[src/rtl/dual_port_bank_arbiter.sv]
// Two-port to NUM_BANK-bank arbiter: parallel grants for different banks,
// same-bank conflicts serialized by round-robin or fixed A priority.
//
// Ports:
//   clk, rst          clock, synchronous active-high reset
//   a_* / b_*         request ports (req/we/addr/wdata in, ready/rvalid/rdata out)
//   bank_en, bank_we  registered per-bank strobes
//   bank_addr         per-bank in-bank offset, bank i at slice i
//   bank_wdata        per-bank write data, bank i at slice i
//   bank_rdata        per-bank read data, valid the cycle after bank_en
//   conflict_cnt      saturating count of same-bank conflict cycles
//
// Build option: define BANK_ARB_RR_EN for round-robin conflict resolution;
// left undefined, port A always wins a same-bank conflict.

module dual_port_bank_arbiter #(
   parameter int ADDR_W    = 8,
   parameter int DATA_W    = 8,
   parameter int NUM_BANK  = 4,
   parameter int BANK_BITS = 2,
   parameter int CNT_W     = 16
) (
   input  logic                                    clk,
   input  logic                                    rst,
   input  logic                                    a_req,
   input  logic                                    a_we,
   input  logic [ADDR_W-1:0]                       a_addr,
   input  logic [DATA_W-1:0]                       a_wdata,
   output logic                                    a_ready,
   output logic                                    a_rvalid,
   output logic [DATA_W-1:0]                       a_rdata,
   input  logic                                    b_req,
   input  logic                                    b_we,
   input  logic [ADDR_W-1:0]                       b_addr,
   input  logic [DATA_W-1:0]                       b_wdata,
   output logic                                    b_ready,
   output logic                                    b_rvalid,
   output logic [DATA_W-1:0]                       b_rdata,
   output logic [NUM_BANK-1:0]                     bank_en,
   output logic [NUM_BANK-1:0]                     bank_we,
   output logic [NUM_BANK*(ADDR_W-BANK_BITS)-1:0]  bank_addr,
   output logic [NUM_BANK*DATA_W-1:0]              bank_wdata,
   input  logic [NUM_BANK*DATA_W-1:0]              bank_rdata,
   output logic [CNT_W-1:0]                        conflict_cnt
);

   localparam int OFF_W = ADDR_W - BANK_BITS;

   logic [BANK_BITS-1:0] bank_a;
   logic [BANK_BITS-1:0] bank_b;
   logic [NUM_BANK-1:0]  sel_a;
   logic [NUM_BANK-1:0]  sel_b;
   logic                 conflict;
   logic                 a_win;
   logic                 a_go;
   logic                 b_go;

   assign bank_a   = a_addr[ADDR_W-1 -: BANK_BITS];
   assign bank_b   = b_addr[ADDR_W-1 -: BANK_BITS];
   assign sel_a    = NUM_BANK'(1) << bank_a;
   assign sel_b    = NUM_BANK'(1) << bank_b;
   assign conflict = a_req & b_req & (bank_a == bank_b);

`ifdef BANK_ARB_RR_EN
   // rr_ptr = 1 means B is preferred on the next conflict
   logic rr_ptr;

   assign a_win = ~rr_ptr;

   // After a conflict the pointer moves to the port that just lost
   always_ff @(posedge clk) begin
      if (rst) begin
         rr_ptr <= 1'b0;
      end else if (conflict) begin
         rr_ptr <= a_win;
      end
   end
`else
   assign a_win = 1'b1;
`endif

   // Nothing is accepted during reset, since it would be discarded anyway
   assign a_go    = ~rst & a_req & (~conflict | a_win);
   assign b_go    = ~rst & b_req & (~conflict | ~a_win);
   assign a_ready = a_go;
   assign b_ready = b_go;

   always_ff @(posedge clk) begin
      if (rst) begin
         conflict_cnt <= '0;
      end else if (conflict && !(&conflict_cnt)) begin
         conflict_cnt <= conflict_cnt + CNT_W'(1);
      end
   end

   // Grant guarantees at most one port hits a given bank per cycle.
   // Idle banks keep their last offset and write data.
   always_ff @(posedge clk) begin
      if (rst) begin
         bank_en    <= '0;
         bank_we    <= '0;
         bank_addr  <= '0;
         bank_wdata <= '0;
      end else begin
         for (int i = 0; i < NUM_BANK; i++) begin
            if (a_go && sel_a[i]) begin
               bank_en[i]                     <= 1'b1;
               bank_we[i]                     <= a_we;
               bank_addr[i*OFF_W +: OFF_W]    <= a_addr[OFF_W-1:0];
               bank_wdata[i*DATA_W +: DATA_W] <= a_wdata;
            end else if (b_go && sel_b[i]) begin
               bank_en[i]                     <= 1'b1;
               bank_we[i]                     <= b_we;
               bank_addr[i*OFF_W +: OFF_W]    <= b_addr[OFF_W-1:0];
               bank_wdata[i*DATA_W +: DATA_W] <= b_wdata;
            end else begin
               bank_en[i] <= 1'b0;
               bank_we[i] <= 1'b0;
            end
         end
      end
   end

   // Read return: read flag and bank index travel two stages so rvalid
   // lines up with the cycle the bank macro presents its registered data.
   logic                 a_rd1;
   logic                 b_rd1;
   logic [BANK_BITS-1:0] a_bk1;
   logic [BANK_BITS-1:0] a_bk2;
   logic [BANK_BITS-1:0] b_bk1;
   logic [BANK_BITS-1:0] b_bk2;
   logic [DATA_W-1:0]    a_hold;
   logic [DATA_W-1:0]    b_hold;

   always_ff @(posedge clk) begin
      if (rst) begin
         a_rd1    <= 1'b0;
         b_rd1    <= 1'b0;
         a_bk1    <= '0;
         a_bk2    <= '0;
         b_bk1    <= '0;
         b_bk2    <= '0;
         a_rvalid <= 1'b0;
         b_rvalid <= 1'b0;
         a_hold   <= '0;
         b_hold   <= '0;
      end else begin
         a_rd1    <= a_go & ~a_we;
         b_rd1    <= b_go & ~b_we;
         a_bk1    <= bank_a;
         b_bk1    <= bank_b;
         a_rvalid <= a_rd1;
         b_rvalid <= b_rd1;
         a_bk2    <= a_bk1;
         b_bk2    <= b_bk1;
         if (a_rvalid) begin
            a_hold <= a_rdata;
         end
         if (b_rvalid) begin
            b_hold <= b_rdata;
         end
      end
   end

   // The bank macro output is already a register; the hold register keeps
   // the last returned word stable while rvalid is low.
   assign a_rdata = a_rvalid ? bank_rdata[int'(a_bk2)*DATA_W +: DATA_W]
                             : a_hold;
   assign b_rdata = b_rvalid ? bank_rdata[int'(b_bk2)*DATA_W +: DATA_W]
                             : b_hold;

endmodule

[config.mk]
export PLATFORM = sky130hd
export DESIGN_NAME = dual_port_bank_arbiter
export DESIGN_NICKNAME = d
export VERILOG_FILES = /design/src/rtl/dual_port_bank_arbiter.sv
export SDC_FILE = /design/constraint.sdc
export NUM_CORES = 1
export LEC_CHECK = 0
export CAP_MARGIN = 20
export CORE_MARGIN = 8
export CORE_UTILIZATION = 32
export CTS_BUF_LIST = sky130_fd_sc_hd__clkbuf_2
export DETAILED_ROUTE_END_ITERATION = 10
export PLACE_DENSITY = 0.7
export SLEW_MARGIN = 20
export SYNTH_ARGS = -nofsm -noshare
export SYNTH_HDL_FRONTEND = slang
export SYNTH_SLANG_ARGS = --single-unit
[constraint.sdc]
create_clock -name clk -period 2.8 [get_ports clk]
set_clock_uncertainty 0.2 [all_clocks]
set_input_delay 0.56 -clock clk [delete_from_list [all_inputs] [get_ports clk]]
set_output_delay 0.56 -clock clk [all_outputs]
set_load 0.02 [all_outputs]
==> reports/summary.txt <==
RSZ-0062 raised after global routing = true
failing checks = setup timing
critical path's top delay family = multiplexers
HP Class = in -> reg
final setup vio count = 6
CTS max path bufs = 2
Pleak = 2.580 nW
worst-case reg-to-reg path depth = 5
outcome = finished, violations left
largest net degree at the start of global routing = 56
CTS clk-pin slew, worst paths = 0.27 ns
Synth Instances = 480
vias in the first global route = 4455
internal power = 2.275 mW
Synth Net Count = 551
share of layout cells above drive strength 1 = 0.1575
leading area contributor after synthesis = dfxtp_1
Fmax = 354.1 MHz
initial antenna violation count = 0
final WL = 16210 um
worst-skew pair later-pin latency = 0.60 ns
crit path max-delay cell type = mux4_2
Slew Limit Headroom = 0.6082
Initial Utilization = 0.3263
Comb pwr share = 0.223
first-pass iteration count of the detailed router = 4
Max Fanout on Critical Path = 8
Port Buffers = 169
Non-Filler Instances = 842
Mean Syn Cell Area = 10.34 um2
WP buf/inv = 2
Area contributors post-synth = dfxtp_1, mux2i_1, a211oi_1, mux4_2, nor2_1
area fraction of the dominant cell type after synthesis = 0.4358
Pwr per Cell Area = 436.0 nW/um2
final setup TNS = -0.06688 ns
Synth Flop Type = dfxtp_1
CP Cell Sequence = buf_12 -> mux4_2 -> mux2_4 -> buf_6
CTS tree = done
Ports = 170
Core Rows = 45
critical setup path kind = reg -> out
CTS Buf Count = 9
grt ovf = 0
first-pass GRT wire length = 25560 um
clock root buffer = clkbuf_2
GRT Util Overall = 0.1650
Seq pwr share = 0.524
hpwl dp = 12250 um
post-route antenna net violation count = 0
layout net count = 720
Worst Setup Slack, final = -0.02446 ns
Clock Power Share = 0.252
Post-synth EDFFs = 0
ys async rst share = 0
final-report max-slew violation count = 0
CP arrival = 2.06 ns
area grow syn2layout = 46.41%
DIE AREA = 19740 um2
Die Span X = 140.5 um
critical path endpoint category = primary output
Critical Path Max Stage Delay = 0.51 ns
worst endpoint required time = 2.04 ns
Switching Share = 0.2814
register area share after synthesis = 0.4358
dpl cell area = 7020 um2
Final Hold Fails = 0
Cell Area, Synth = 4961 um2
Worst Tran Pin Value = 0.5877 ns
Core Box Area = 15200 um2
Placed Cells = 822
wire per inst = 19.26 um
Die Y = 140.5 um
via count = 4309
switching power total = 0.8911 mW
# clock sinks = 108
Worst Hold Depth = 3
Placer Congestion = 0.8598
period utilisation layout = 1.009
post-synth cell types = 38
Iter 0 DRT Violations = 152
yosys warns = 0
crit start category = register
# DRC = 0
max cap viols = 0
hold buffers post-CTS = 0
post-route design area = 7263 um2
Peak VDD IR = 0.2887 mV
fill cell count = 1389
min cycle time layout = 2.824 ns
post-synthesis sequential element count = 108
H-tree levels = 3
n_diodes = 0
Vias per Instance = 5.118
Crit path depth = 4
## routing by layer
metal  up-vias  global-route usage  share of wire
met5         -                   0              0
met4         0             0.03790          0.012
met3        20             0.08767           0.12
met2       175              0.2702           0.46
met1      2032              0.1861           0.41
li1       2082                   -              -
## worst register-to-register path, delay by kind of cell (launching register included)
kind            cells  cell delay, ns
compound gates      1            0.16
flops               1            0.49
simple gates        4            1.33
## cells by family (layout without fill, tap and decap cells)
family	count (synthesis)	count (layout)	synth area share
XOR/XNOR	14	14	0.03228
AO/OA/AOI/OAI	63	63	0.09256
AND/OR/NAND/NOR	163	163	0.1692
multiplexers	93	93	0.2320
adder cells (fa/ha/maj)	1	1	0.002522
buffers and inverters	38	212	0.03556
flip-flops	108	108	0.4358
## power groups by stage
stage / sequential, mW / combinational (mW) / clock [mW]
finish: 1.66 / 0.708 / 0.799
global route: 1.67 / 0.759 / 0.908
CTS: 1.66 / 0.714 / 0.843
detailed placement: 1.69 / 0.699 / 0
global placement: 1.68 / 0.690 / 0
floorplan: 1.75 / 0.265 / 0
## synthesized netlist by cell type, types with 5 or more instances
| master | number |
|---|---|
| dfxtp_1 | 108 |
| nor2_1 | 76 |
| mux2i_1 | 61 |
| a211oi_1 | 56 |
| nor2b_1 | 31 |
| clkbuf_1 | 27 |
| mux2_2 | 16 |
| mux4_2 | 16 |
| xnor2_1 | 12 |
| nand2_1 | 11 |
| nand3_1 | 8 |
| nor4_1 | 8 |
| nand4_1 | 5 |
## sequential cells by signal, summed over array words and instances, names as in the netlist, 4 cells and up
register / cells
b_hold: 8
bank_we: 4
bank_addr: 24
conflict_cnt: 16
bank_wdata: 32
bank_en: 4
a_hold: 8
## placed cells by master (no fill, tap or decap), drive strengths merged
cell type	count
nand2b	1
nor4b	3
dlygate4sd2	1
and4	1
o31ai	1
nand3	8
mux2	16
dfxtp	108
nor3	4
inv	1
nor2	77
and3b	1
o21ai	1
nor2b	31
nor3b	4
buf	43
bufinv	2
nor4	8
mux2i	61
a21oi	4
or4	1
or3	1
mux4	16
nand2	11
and3	3
o22ai	1
clkinv	4
xnor2	14
clkdlybuf4s50	151
nand4	6
nand3b	2
clkbuf	10
a211oi	56
and2	1
ha	1
## timing repair
item	CTS	global route
resized for setup	117	0
endpoints found under the setup margin	19	16
cloned	0	0
buffers inserted	1	3
## cell type report
| cell class | instances | area (um2) | share of cell area |
|---|---|---|---|
| clock buffers | 10 | 50.05 | 0.006891 |
| clock inverters | 6 | 78.83 | 0.01085 |
| inverters | 1 | 3.754 | 0.0005168 |
| multi-input cells | 334 | 2700 | 0.3717 |
| flip-flops and latches | 108 | 2167 | 0.2984 |
| well taps | 188 | 235.2 | 0.03239 |
| repair buffers | 195 | 2028 | 0.2792 |
## through the flow
| stage | util | hold WS (ns) | setup slack, ns | power [mW] |
|---|---|---|---|---|
| after floorplan | - | 0.2138 | 0.4990 | 2.013 |
| after global placement | 0.4618 | 0.2193 | -0.2833 | 2.373 |
| after detailed placement | 0.4618 | 0.2220 | -0.3014 | 2.385 |
| after CTS | 0.4763 | 0.07403 | -0.1268 | 3.218 |
| after global routing | 0.4778 | 0.06610 | -0.1845 | 3.338 |
| final | 0.4778 | 0.1605 | -0.02446 | 3.166 |
## final timing paths
path / endpoint / startpoint / slack, ns
setup / recovery: b_rdata[5] / b_bk2[0]$_SDFF_PP0_ / -0.02
hold reg to reg: b_bk2[0]$_SDFF_PP0_ / b_bk1[0]$_SDFF_PP0_ / 0.24
setup reg to reg: conflict_cnt[15]$_SDFFE_PP0P_ / conflict_cnt[2]$_SDFFE_PP0P_ / 0.60
hold / removal: b_rd1$_SDFF_PP0_ / rst / 0.16
No activity file was read; power rests on OpenSTA's default activity.
